<file path="src/rtl/hazard_ctrl.sv">
// hazard_ctrl: pipeline hazard and stall controller for a five-stage core.
//
// Looks at the ID/EX register outputs (MemRead, RegWrite, rd), the register
// addresses read by the instruction in ID, EX branch resolution and the
// data-memory / multi-cycle-EX handshakes. It then drives write enables and
// bubble flushes into the pipeline registers. Priority: freeze > branch >
// load-use > normal. Saturating performance counters and a sticky freeze
// watchdog are kept alongside.
//
// Ports:
//   clk, rst                  clock, asynchronous active-low reset
//   I_ID_readRegister1/2      rs1/rs2 of the instruction in ID
//   I_ID_useRs1/2             ID instruction actually reads rs1/rs2
//   I_EX_MemRead/RegWrite     ID/EX control outputs
//   I_EX_writeRegister        ID/EX rd
//   I_EX_branchTaken          taken branch/jump resolved in EX
//   I_EX_multiBusy            multi-cycle EX op still running
//   I_MEM_access/I_MEM_ready  data-memory access and completion handshake
//   I_clearCounters           synchronous clear of the performance counters
//   O_*Write                  pipeline register write enables
//   O_IFIDFlush/O_IDEXFlush   bubble insertion into IF/ID and ID/EX
//   O_stallCount/O_flushCount/O_freezeCount  saturating event counters
//   O_timeout                 sticky watchdog flag
module hazard_ctrl #(
  parameter int COUNT_WIDTH = 16,
  parameter int WAIT_LIMIT  = 64
) (
  input  logic                   clk,
  input  logic                   rst,
  input  logic [4:0]             I_ID_readRegister1,
  input  logic [4:0]             I_ID_readRegister2,
  input  logic                   I_ID_useRs1,
  input  logic                   I_ID_useRs2,
  input  logic                   I_EX_MemRead,
  input  logic                   I_EX_RegWrite,
  input  logic [4:0]             I_EX_writeRegister,
  input  logic                   I_EX_branchTaken,
  input  logic                   I_EX_multiBusy,
  input  logic                   I_MEM_access,
  input  logic                   I_MEM_ready,
  input  logic                   I_clearCounters,
  output logic                   O_PCWrite,
  output logic                   O_IFIDWrite,
  output logic                   O_IDEXWrite,
  output logic                   O_EXMEMWrite,
  output logic                   O_MEMWBWrite,
  output logic                   O_IFIDFlush,
  output logic                   O_IDEXFlush,
  output logic [COUNT_WIDTH-1:0] O_stallCount,
  output logic [COUNT_WIDTH-1:0] O_flushCount,
  output logic [COUNT_WIDTH-1:0] O_freezeCount,
  output logic                   O_timeout
);

  // A zero-width counter is illegal, so the disabled watchdog keeps one bit.
  localparam int WAIT_W = (WAIT_LIMIT > 0) ? $clog2(WAIT_LIMIT + 1) : 1;
  localparam logic [WAIT_W-1:0]      WAIT_MAX = WAIT_W'(WAIT_LIMIT);
  localparam logic [WAIT_W-1:0]      WAIT_ONE = WAIT_W'(1);
  localparam logic [COUNT_WIDTH-1:0] CNT_ONE  = COUNT_WIDTH'(1);

  typedef enum logic {RUN = 1'b0, FREEZE = 1'b1} state_t;

  state_t                 state_q, state_d;
  logic [WAIT_W-1:0]      wait_q, wait_d;
  logic                   timeout_q, timeout_d;
  logic [COUNT_WIDTH-1:0] stall_q, stall_d;
  logic [COUNT_WIDTH-1:0] flush_q, flush_d;
  logic [COUNT_WIDTH-1:0] freeze_cnt_q, freeze_cnt_d;

  logic freeze, rs1_hit, rs2_hit, load_use, branch_ev, load_use_ev;

  function automatic logic [COUNT_WIDTH-1:0] sat_inc(
    input logic [COUNT_WIDTH-1:0] v,
    input logic                   en
  );
    return (en && (v != '1)) ? v + CNT_ONE : v;
  endfunction

  always_comb begin
    freeze  = (I_MEM_access & ~I_MEM_ready) | I_EX_multiBusy;
    rs1_hit = I_ID_useRs1 & (I_ID_readRegister1 == I_EX_writeRegister);
    rs2_hit = I_ID_useRs2 & (I_ID_readRegister2 == I_EX_writeRegister);
    // x0 is hardwired zero, so a load into it never creates a dependency.
    load_use = I_EX_MemRead & I_EX_RegWrite & (I_EX_writeRegister != 5'd0)
             & (rs1_hit | rs2_hit);
    // A branch seen during a freeze stays asserted while EX is held, so
    // only the first unfrozen cycle counts as the flush event.
    branch_ev   = ~freeze & I_EX_branchTaken;
    load_use_ev = ~freeze & ~I_EX_branchTaken & load_use;
  end

  always_comb begin
    O_PCWrite    = 1'b0;
    O_IFIDWrite  = 1'b0;
    O_IDEXWrite  = 1'b0;
    O_EXMEMWrite = 1'b0;
    O_MEMWBWrite = 1'b0;
    O_IFIDFlush  = 1'b0;
    O_IDEXFlush  = 1'b0;
    if (rst && !freeze) begin
      O_PCWrite    = 1'b1;
      O_IFIDWrite  = 1'b1;
      O_IDEXWrite  = 1'b1;
      O_EXMEMWrite = 1'b1;
      O_MEMWBWrite = 1'b1;
      if (I_EX_branchTaken) begin
        O_IFIDFlush = 1'b1;
        O_IDEXFlush = 1'b1;
      end else if (load_use) begin
        // Hold PC and IF/ID, push one bubble into ID/EX.
        O_PCWrite   = 1'b0;
        O_IFIDWrite = 1'b0;
        O_IDEXFlush = 1'b1;
      end
    end
  end

  always_comb begin
    state_d = freeze ? FREEZE : RUN;

    // The FSM state tells whether this freeze cycle starts a new run.
    wait_d = '0;
    if (freeze && (WAIT_LIMIT > 0)) begin
      if (state_q == RUN)         wait_d = WAIT_ONE;
      else if (wait_q != WAIT_MAX) wait_d = wait_q + WAIT_ONE;
      else                         wait_d = wait_q;
    end
    timeout_d = timeout_q | ((WAIT_LIMIT > 0) && (wait_d == WAIT_MAX));

    stall_d      = I_clearCounters ? '0 : sat_inc(stall_q, load_use_ev);
    flush_d      = I_clearCounters ? '0 : sat_inc(flush_q, branch_ev);
    freeze_cnt_d = I_clearCounters ? '0 : sat_inc(freeze_cnt_q, freeze);
  end

  always_ff @(posedge clk or negedge rst) begin
    if (!rst) begin
      state_q      <= RUN;
      wait_q       <= '0;
      timeout_q    <= 1'b0;
      stall_q      <= '0;
      flush_q      <= '0;
      freeze_cnt_q <= '0;
    end else begin
      state_q      <= state_d;
      wait_q       <= wait_d;
      timeout_q    <= timeout_d;
      stall_q      <= stall_d;
      flush_q      <= flush_d;
      freeze_cnt_q <= freeze_cnt_d;
    end
  end

  assign O_stallCount  = stall_q;
  assign O_flushCount  = flush_q;
  assign O_freezeCount = freeze_cnt_q;
  assign O_timeout     = timeout_q;

endmodule

</file>
<file path="config.mk">
export PLATFORM = sky130hd
export DESIGN_NAME = hazard_ctrl
export DESIGN_NICKNAME = d
export VERILOG_FILES = /design/src/rtl/hazard_ctrl.sv
export SDC_FILE = /design/constraint.sdc
export NUM_CORES = 1
export LEC_CHECK = 0
export CAP_MARGIN = 20
export CORE_MARGIN = 4
export CORE_UTILIZATION = 54
export CTS_CLUSTER_DIAMETER = 150
export DETAILED_ROUTE_END_ITERATION = 8
export PLACE_DENSITY = 0.93
export SLEW_MARGIN = 20
export SYNTH_ARGS = -nofsm -noshare
export SYNTH_HDL_FRONTEND = slang
export SYNTH_SLANG_ARGS = --single-unit
export TNS_END_PERCENT = 10
</file>
<file path="constraint.sdc">
create_clock -name clk -period 5.85 [get_ports clk]
set_clock_uncertainty 0.15 [all_clocks]
set_input_delay 0.8775 -clock clk [delete_from_list [all_inputs] [get_ports clk]]
set_output_delay 0.8775 -clock clk [all_outputs]
set_load 0.01 [all_outputs]
</file>
# == Word level (Yosys, flattened, before mapping) ==
# Cells that the tools add are included.
# totals
wordCells,60
reg_bits,57
input_bits,26
out_inout_bits,56
# classes
eq_ne,7
mux,19
n_addsub,4
reduce_logical,9
bitwise_logic,15
# op_table
op,count
$mux W16,6
$add A16 B1 Y16 const B,3
$ne A16 B16 Y1 const B,3
$mux W7,3
$eq A5 B5 Y1,2
$mux W1,10
$and A1 B1 Y1,9
$add A7 B1 Y7 const B,1
$eq A7 B7 Y1 const B,1
$ne A7 B7 Y1 const B,1
$reduce_bool A2 Y1,3
$reduce_bool A5 Y1,1
$logic_and A1 B1 Y1,4
$not A1 Y1,3
$or A1 B1 Y1,3
$logic_not A1 Y1,1

# == Longest topological paths before layout ==
# Gate-level depths: netlist of run 1.
# depth
word_depth,9
depth_mapped,8
mapped_depth_nobuf,7

# == Worst setup path before layout of run 1 ==
# No wires, ideal clock.
# synth_timing
kind,input port to output port
from,in I_EX_writeRegister[3]
to,out O_PCWrite
path_buffers,3
required_ns,4.823
stages,7
arrival_time_ns,2.319
slack_ns,2.503
cell_sequence,xor2_1 > nor4_1 > a32oi_1 > clkbuf_1 > clkbuf_1 > o31a_1 > buf_4
# synth_via
elab_chain_len,7
word_cells_on_any_way,11
cone_classes,2 x eq/ne; 3 x mux; 5 x bitwise; 1 x reduce/logical
# synth_rtl
element,line_no,rtl
"start, declared",36,"input logic [4:0] I_EX_writeRegister,"
$eq A5 B5 Y1 (on tied branches),"81, 82",
$and A1 B1 Y1 (on tied branches),"81, 82",
$or A1 B1 Y1,85,& (rs1_hit | rs2_hit);
$and A1 B1 Y1 *,85,
$mux W1 * (3 in a row),-,
"end, declared",42,"output logic O_PCWrite,"
# Mark *: on every way between the ends. The rest lies on a longest branch, timed or not.

# == Worst setup path in the final report of run 1 ==
# layout_timing
from,in I_EX_writeRegister[0]
to,out O_IFIDWrite
# layout_via
elab_chain_len,7
word_cells_on_any_way,11
cone_classes,2 x eq/ne; 3 x mux; 5 x bitwise; 1 x reduce/logical
# layout_rtl
element,line_no,rtl
$eq A5 B5 Y1 (on tied branches),"81, 82",
$and A1 B1 Y1 (on tied branches),"81, 82",
$or A1 B1 Y1,85,
$and A1 B1 Y1 *,85,
$mux W1 *,109,end else if (load_use) begin
$mux W1 *,106,if (I_EX_branchTaken) begin
$mux W1 *,100,if (rst && !freeze) begin
"end, declared",43,"output logic O_IFIDWrite,"
# Marks and branches as above.

==> qor.txt, run 1 <==
RSZ-0062 raised after global routing: no
Hold Vio Cnt, Final: 0
Post-synthesis sequential area ratio: 0.432
Worst-Skew Late Latency: 0.33 ns
Post-synthesis cell type count: 52
Maxcap violations: 0
# resized after CTS: 0
Area growth syn-to-layout: 31.5%
Largest net degree at the start of global routing: 60
Logic pwr share: 0.103
Synthesized flop and latch total: 57
Critical path peak fanout: 3
Initial Util: 0.557
Pre-CTS WS: 1.86 ns
Filler cells: 419
Share of cells above drive strength 1: 0.0708
Critical R2R Launch: O_stallCount[0]$_DFFE_PN0P_
Startpoint Class: primary input
Fraction of registers with async set or reset after synthesis: 1.00
CTS sink cnt: 57
Tcrit/Tclk final: 0.686
Routed wire length: 8560 um
Worst-Margin Slew: 0.750 ns
Worst R2R Path Depth: 6
R2r endpoint: O_stallCount[6]$_DFFE_PN0P_
Gr ovfl total: 0
Hold path depth: 1
Worst Hold Class: reg -> reg
Slowest cell on crit path: or4_1
Syn Nets: 384
Setup-failing EPs final: 0
First-pass GRT wire length: 14400 um
GP Congestion: 0.867
R2r setup slk: 3.39 ns
Largest stage delay, worst path: 0.60 ns
Worst path top cell family by delay: buffers and inverters
Min-delay src: O_timeout$_DFF_PN0_
Int Power: 647 uW
CP dominant cell by count: clkdlybuf4s50_1
Switching power of the nets: 208 uW
Initial DRT Pass Iterations: 5
Routed Antenna Nets: 0
Crit. path cell count: 5
Gr usage total: 0.240
Sw Share: 0.243
Drt via density: 6.01
Clock Path Buffers: 2
Cts bufs inserted: 9
Antenna diodes: 0
Final TNS setup: 0 ns
Via count: 3085
Initial antenna violation count: 0
Die Y-Extent: 86.2 um
Post-CTS setup buffers: 0
Final HPWL DP: 5930 um
Die Area: 7420 um^2
Htree depth: 3
WHS: 0.328 ns
Dpl cells: 497
Netlist Area Pre-Place: 3300 um^2
Status: completed
Post-Synthesis Cells: 353
Vias in the first global route: 3079
Final worst slack: 1.84 ns
Tmin final: 4.01 ns
DR iter-0 viols: 253
Drc violations: 0
IO buf count: 81
WP buf/inv: 2
Final #Nets: 464
TritonCTS clock tree: yes
Critical Path Sink Type: primary output
Total chip power: 855 uW
Final std cells w/o fill: 513
WHS Endpoint: O_timeout$_DFF_PN0_
Yosys warnings: 0
CP Class: in -> out
Synthesized area per cell: 9.34 um^2
Post-CTS Hold Buffers: 0
Max Fclk: 0.249 GHz
Post-synth EDFFs: 0
Relative max-transition margin: 0.496
Sequential power share: 0.474
Cell breakdown of the critical path: clkdlybuf4s50_1 -> or4_1 -> o211ai_1 -> o31a_1 -> clkdlybuf4s50_1
Lkg Pwr: 1.68 nW
CP arrival: 2.99 ns
Synth Flop Type: dfrtp_1
# IOs: 82
Clock Power Share: 0.423
Die Width: 86.2 um
Max-slew violation count: 0
CTS root buf: clkbuf_8
Core ar.: 5920 um^2
Maximum vdd ir drop: 0.000182 V
Clock transition at the registers of the reported paths: 0.06 ns
CP required: 4.82 ns
Post-DR wirelength/cell: 16.7 um
Pwr dens: 197 nW/um^2
FP Rows: 28
stage by stage:
stage	instance area, um^2	util
3_3_place_gp	4150	0.701
5_1_grt	4340	0.732
4_1_cts	4340	0.732
3_5_place_dp	4150	0.701
6_report	4340	0.732
2_1_floorplan	3300	-
sequential cells by signal, summed over array words and instances (netlist names):
register and count:
state_q 1, O_stallCount 16, O_freezeCount 16, wait_q 7
O_timeout 1, O_flushCount 16
placed cells by master (no fill, tap or decap), types with 4 or more instances in the layout:
cell type and n:
nor4_1 10, or4_1 12, nor2b_1 5, clkbuf_8 10, o31ai_1 10, buf_4 4
dfrtp_1 57, xor2_1 14, nand3_1 18, nor3_1 14, nand4_1 14, xnor2_1 24
a21oi_1 19, nand2_1 13, inv_1 8, or3_1 6, o21ai_0 6, and4_1 4
nor2_1 44, mux2_2 4, clkdlybuf4s50_1 80, ha_1 5, and3_1 8
power groups by stage:
stage	clock network (mW)	registers, mW	logic (mW)
after global routing	0.385	0.406	0.0966
final	0.361	0.406	0.0882
after detailed placement	0	0.413	0.0867
after global placement	0	0.412	0.0839
after floorplan	0	0.413	0.0399
after CTS	0.364	0.406	0.0888
worst max path at each step:
stage | startpoint | end | slack (ns)
after floorplan | I_EX_writeRegister[3] | O_PCWrite | 2.50
after global placement | I_EX_writeRegister[3] | O_PCWrite | 1.89
after global routing | I_EX_writeRegister[4] | O_IFIDWrite | 1.70
final | I_EX_writeRegister[0] | O_IFIDWrite | 1.84
after CTS | I_EX_writeRegister[4] | O_IFIDWrite | 1.84
after detailed placement | I_EX_writeRegister[3] | O_IFIDWrite | 1.86
cell usage after synthesis, types with 5 or more instances:
library cell | instances | share of area
nor4_1 | 10 | 0.019
o31ai_1 | 10 | 0.023
or4_1 | 12 | 0.027
and3_1 | 8 | 0.015
nor2_1 | 44 | 0.050
nor2b_1 | 5 | 0.0095
xnor2_1 | 24 | 0.064
nor3_1 | 14 | 0.021
dfrtp_1 | 57 | 0.43
clkbuf_1 | 11 | 0.013
nand2_1 | 13 | 0.015
or3_1 | 6 | 0.011
nand3_1 | 18 | 0.027
xor2_1 | 14 | 0.037
nand4_1 | 14 | 0.027
ha_1 | 5 | 0.019
o21ai_0 | 6 | 0.0091
inv_1 | 8 | 0.0091
a21oi_1 | 19 | 0.029
layout make-up:
cell class / instances / area [um^2] / share of cell area
well taps: 75 / 93.8 / 0.0216
repair buffers: 85 / 836 / 0.193
inverters: 9 / 33.8 / 0.00779
clock inverters: 3 / 40.0 / 0.00923
multi-input cells: 271 / 1760 / 0.405
clock buffers: 13 / 149 / 0.0343
flip-flops and latches: 57 / 1430 / 0.329
per-layer routing:
layer	global-route usage	vias to the layer above	wire [um]
met5	0	-	0
met4	0.108	0	228
met3	0.0355	26	435
met2	0.401	119	4380
met1	0.309	1485	3510
li1	-	1455	-
cells by family (layout without fill, tap and decap cells):
group	after synthesis	in the layout	synth area share
compound gates	51	51	0.102
xor+xnor	38	38	0.101
fa+ha+maj	5	5	0.0190
buf+inv	25	110	0.0345
flops	57	57	0.432
mux	7	7	0.0228
simple gates	170	170	0.288
Note: power is estimated with default switching activity, not from simulation.
==> inputs of run 2 (changes only) <==
CORE_UTILIZATION = 50   (was 54)
PLACE_DENSITY = 0.87   (was 0.93)
clock period = 4.1 ns   (was 5.85 ns; I/O delays follow)
==> qor.txt, run 2 (same netlist as run 1, synthesis figures left out) <==
Status: completed
First-pass GRT wire length: 13500 um
Drc violations: 0
Cell area after layout: 4360 um^2
Final Util: 0.683
WHS: 0.320 ns
Grt met2 use: 0.368
Clock Path Buffers: 2
Die Area: 7960 um^2
Final worst slack: 0.676 ns
Max-slew violation count: 0
Die Width: 89.2 um
CP Class: in -> out
Startpoint Class: primary input
Largest net degree at the start of global routing: 58
CP required: 3.34 ns
# IOs: 82
Tmin final: 3.42 ns
RSZ-0062 raised after global routing: no
Post-CTS Hold Buffers: 0
Final HPWL DP: 5910 um
Dpl cells: 498
Hold path depth: 1
Total chip power: 1.29 mW
Layer carrying the most global-route usage: met2
Pre-CTS WS: 0.669 ns
Routed Antenna Nets: 0
Relative max-transition margin: 0.370
Tcrit/Tclk final: 0.835
Initial Util: 0.516
CTS root buf: clkbuf_8
Clock transition at the registers of the reported paths: 0.06 ns
Cts bufs inserted: 9
Gr usage total: 0.218
Setup-failing EPs final: 0
Initial antenna violation count: 0
Die Y-Extent: 89.2 um
Vias in the first global route: 2896
Dpl cell area: 4140 um^2
Worst R2R Path Depth: 5
Area growth syn-to-layout: 32.2%
Max Fclk: 0.292 GHz
Final TNS setup: 0 ns
Core ar.: 6390 um^2
Initial DRT Pass Iterations: 5
TritonCTS clock tree: yes
Final std cells w/o fill: 514
Commonest non-fill, non-tap cell in the layout: clkdlybuf4s50_1
Met3 usage: 0.0470
GP Congestion: 0.851
Lkg Pwr: 1.68 nW
Commonest non-fill, non-tap cells in the layout: clkdlybuf4s50_1 (79), dfrtp_1 (57), nor2_1 (44), xnor2_1 (24), a21oi_1 (19)
FP Rows: 29
Critical Path Sink Type: primary output
Pwr dens: 296 nW/um^2
Maxcap violations: 0
Worst Hold Class: reg -> reg
Htree depth: 3
IO buf count: 81
Post-CTS setup buffers: 0
Gr ovfl total: 0
Hold Vio Cnt, Final: 0
# resized after CTS: 0
Share of cells above drive strength 1: 0.0709
DR iter-0 viols: 143
Post-DR wirelength/cell: 15.7 um
Critical path peak fanout: 3
Via count: 3002
Worst-Skew Late Latency: 0.33 ns
Routed wire length: 8060 um
Antenna diodes: 0
Maximum vdd ir drop: 0.000225 V
GRT met1 Usage: 0.270
CP arrival: 2.66 ns
CTS sink cnt: 57
Drt via density: 5.84
Worst-Margin Slew: 0.945 ns
Final #Nets: 463
run 2: worst paths after layout:
check / from / end / slack (ns)
max in group asynchronous: rst / O_stallCount[5]$_DFFE_PN0P_ / 3.00
hold reg to reg: state_q$_DFF_PN0_ / wait_q[0]$_DFF_PN0_ / 0.32
setup / recovery: I_EX_writeRegister[0] / O_PCWrite / 0.68
min in group asynchronous: rst / O_flushCount[7]$_DFFE_PN0P_ / 0.34
hold / removal: state_q$_DFF_PN0_ / wait_q[0]$_DFF_PN0_ / 0.32
setup reg to reg: O_freezeCount[0]$_DFFE_PN0P_ / O_freezeCount[3]$_DFFE_PN0P_ / 1.62
run 2: layer usage:
layer	part of all wire	up-vias
li1	-	1452
met1	0.41	1461
met2	0.53	80
met3	0.050	9
met4	0.014	0
met5	0	-
run 2: critical path, cell delays in order:
cell	delay [ns]
clkdlybuf4s50_1	0.47
or4_1	0.58
o211ai_1	0.28
o31a_1	0.18
clkdlybuf4s50_1	0.54
run 2: final cells by class:
class,count,area [um^2]
Multi-Input combinational cell,271,1760
Sequential cell,57,1430
Clock inverter,2,60.1
Fill cell,503,2030
Inverter,9,33.8
Timing Repair Buffer,84,823
Tap cell,77,96.3
Clock buffer,14,163
run 2: power breakdown:
group	leakage, nW	switching (mW)	internal [mW]	total, mW
Clock	0.111	0.215	0.377	0.592
Combinational	0.785	0.0645	0.0562	0.121
Sequential	0.788	0.00857	0.570	0.579
==> inputs of run 3 (changes only) <==
clock period = 3.34 ns   (was 4.1 ns; I/O delays follow)
==> qor.txt, run 3 (same netlist as run 1, synthesis figures left out) <==
WP buf/inv: 2
Largest stage delay, worst path: 0.59 ns
Gr ovfl total: 0
Core ar.: 6390 um^2
CP arrival: 2.57 ns
Routed wire length: 8440 um
Max-slew violation count: 0
R2r endpoint: O_stallCount[6]$_DFFE_PN0P_
Cts bufs inserted: 9
Worst R2R Path Depth: 6
Crit. path cell count: 5
# resized after CTS: 0
Antenna diodes: 0
Tmin final: 3.22 ns
First-pass GRT wire length: 14300 um
Hold Vio Cnt, Final: 0
Clock transition at the registers of the reported paths: 0.07 ns
Final worst slack: 0.123 ns
GP Congestion: 0.855
TritonCTS clock tree: yes
Cell breakdown of the critical path: clkdlybuf4s50_1 -> or4_1 -> o211ai_1 -> o31a_1 -> clkdlybuf4s50_1
Pwr dens: 341 nW/um^2
Worst-Skew Late Latency: 0.33 ns
Share of cells above drive strength 1: 0.0731
Initial antenna violation count: 0
Lkg Pwr: 1.67 nW
RSZ-0062 raised after global routing: no
Area growth syn-to-layout: 31.3%
Post-CTS setup buffers: 0
Initial DRT Pass Iterations: 4
Relative max-transition margin: 0.411
R2r setup slk: 0.86 ns
CP required: 2.69 ns
Post-DR wirelength/cell: 16.4 um
Setup-failing EPs final: 0
Critical R2R Launch: O_stallCount[0]$_DFFE_PN0P_
Worst-Margin Slew: 0.875 ns
Htree depth: 3
Vias in the first global route: 3024
Post-CTS Hold Buffers: 0
Dpl cell area: 4150 um^2
Worst path top cell family by delay: buffers and inverters
Initial Util: 0.516
FP Rows: 29
Drt via density: 5.96
DR iter-0 viols: 133
Maximum vdd ir drop: 0.000323 V
CTS root buf: clkbuf_8
Largest net degree at the start of global routing: 58
IO buf count: 81
# IOs: 82
Clock Path Buffers: 2
Via count: 3069
Die Y-Extent: 89.2 um
Setup crit end: O_IFIDWrite
Routed Antenna Nets: 0
Critical Path Sink Type: primary output
Critical Path Source: I_EX_writeRegister[0]
Startpoint Class: primary input
CP Class: in -> out
Worst Hold Class: in -> async
Filler cells: 513
Pre-CTS WS: 0.116 ns
Gr usage total: 0.232
Status: completed
Die Area: 7960 um^2
Max Fclk: 0.311 GHz
CTS sink cnt: 57
Maxcap violations: 0
Critical path peak fanout: 3
Drc violations: 0
Final TNS setup: 0 ns
Final #Nets: 465
Die Width: 89.2 um
Commonest non-fill, non-tap cell in the layout: clkdlybuf4s50_1
Commonest non-fill, non-tap cells in the layout: clkdlybuf4s50_1 (79), dfrtp_1 (57), nor2_1 (44), xnor2_1 (24), a21oi_1 (19)
Final HPWL DP: 6030 um
CP dominant cell by count: clkdlybuf4s50_1
Slowest cell on crit path: or4_1
WHS: 0.226 ns
Cell area after layout: 4330 um^2
Tcrit/Tclk final: 0.963
-- run 3: cell count changes in the layout (fill, tap and decap cells not counted) --
cell	delta
bufinv_16	-1
buf_4	+2
clkinv_2	+1
clkbuf_8	-2
clkinvlp_4	+1
-- run 3: per-stage QoR --
step	std cells	util	power (mW)
floorplan	353	-	0.793
global placement	500	0.650	0.868
detailed placement	500	0.650	0.874
CTS	515	0.678	1.49
global route	515	0.678	1.54
finish	515	0.678	1.47
-- run 3: layout make-up --
type,instances,area [um^2],area share
Tap cell,77,96.3,0.0222
Clock buffer,12,135,0.0312
Inverter,9,33.8,0.00780
Timing Repair Buffer,86,838,0.194
Clock inverter,3,42.5,0.00982
Multi-Input combinational cell,271,1760,0.406
Sequential cell,57,1430,0.329
-- run 3: how the worst min path moves through the flow --
stage	from	end	slack (ns)	cells after the start
after floorplan	rst	O_flushCount[0]$_DFFE_PN0P_	0.06	0
after global placement	state_q$_DFF_PN0_	wait_q[0]$_DFF_PN0_	0.30	1
after detailed placement	state_q$_DFF_PN0_	wait_q[0]$_DFF_PN0_	0.33	1
after CTS	rst	O_flushCount[4]$_DFFE_PN0P_	0.25	2
after global routing	rst	O_freezeCount[3]$_DFFE_PN0P_	0.30	2
final	rst	O_freezeCount[4]$_DFFE_PN0P_	0.23	2
-- run 3: layer usage --
layer | routed length, um | global-route usage | part of all wire | vias to the layer above
met4 | 277 | 0.110 | 0.033 | 0
met5 | 0 | 0 | 0 | -
met3 | 421 | 0.0488 | 0.050 | 27
met1 | 3410 | 0.290 | 0.40 | 1492
li1 | - | - | - | 1453
met2 | 4330 | 0.384 | 0.51 | 97
-- run 3: power by group --
part,switching [mW],internal (mW),leakage (nW),total [mW]
Sequential,0.0106,0.700,0.788,0.710
Combinational,0.0804,0.0697,0.795,0.150
Clock,0.275,0.340,0.0864,0.615
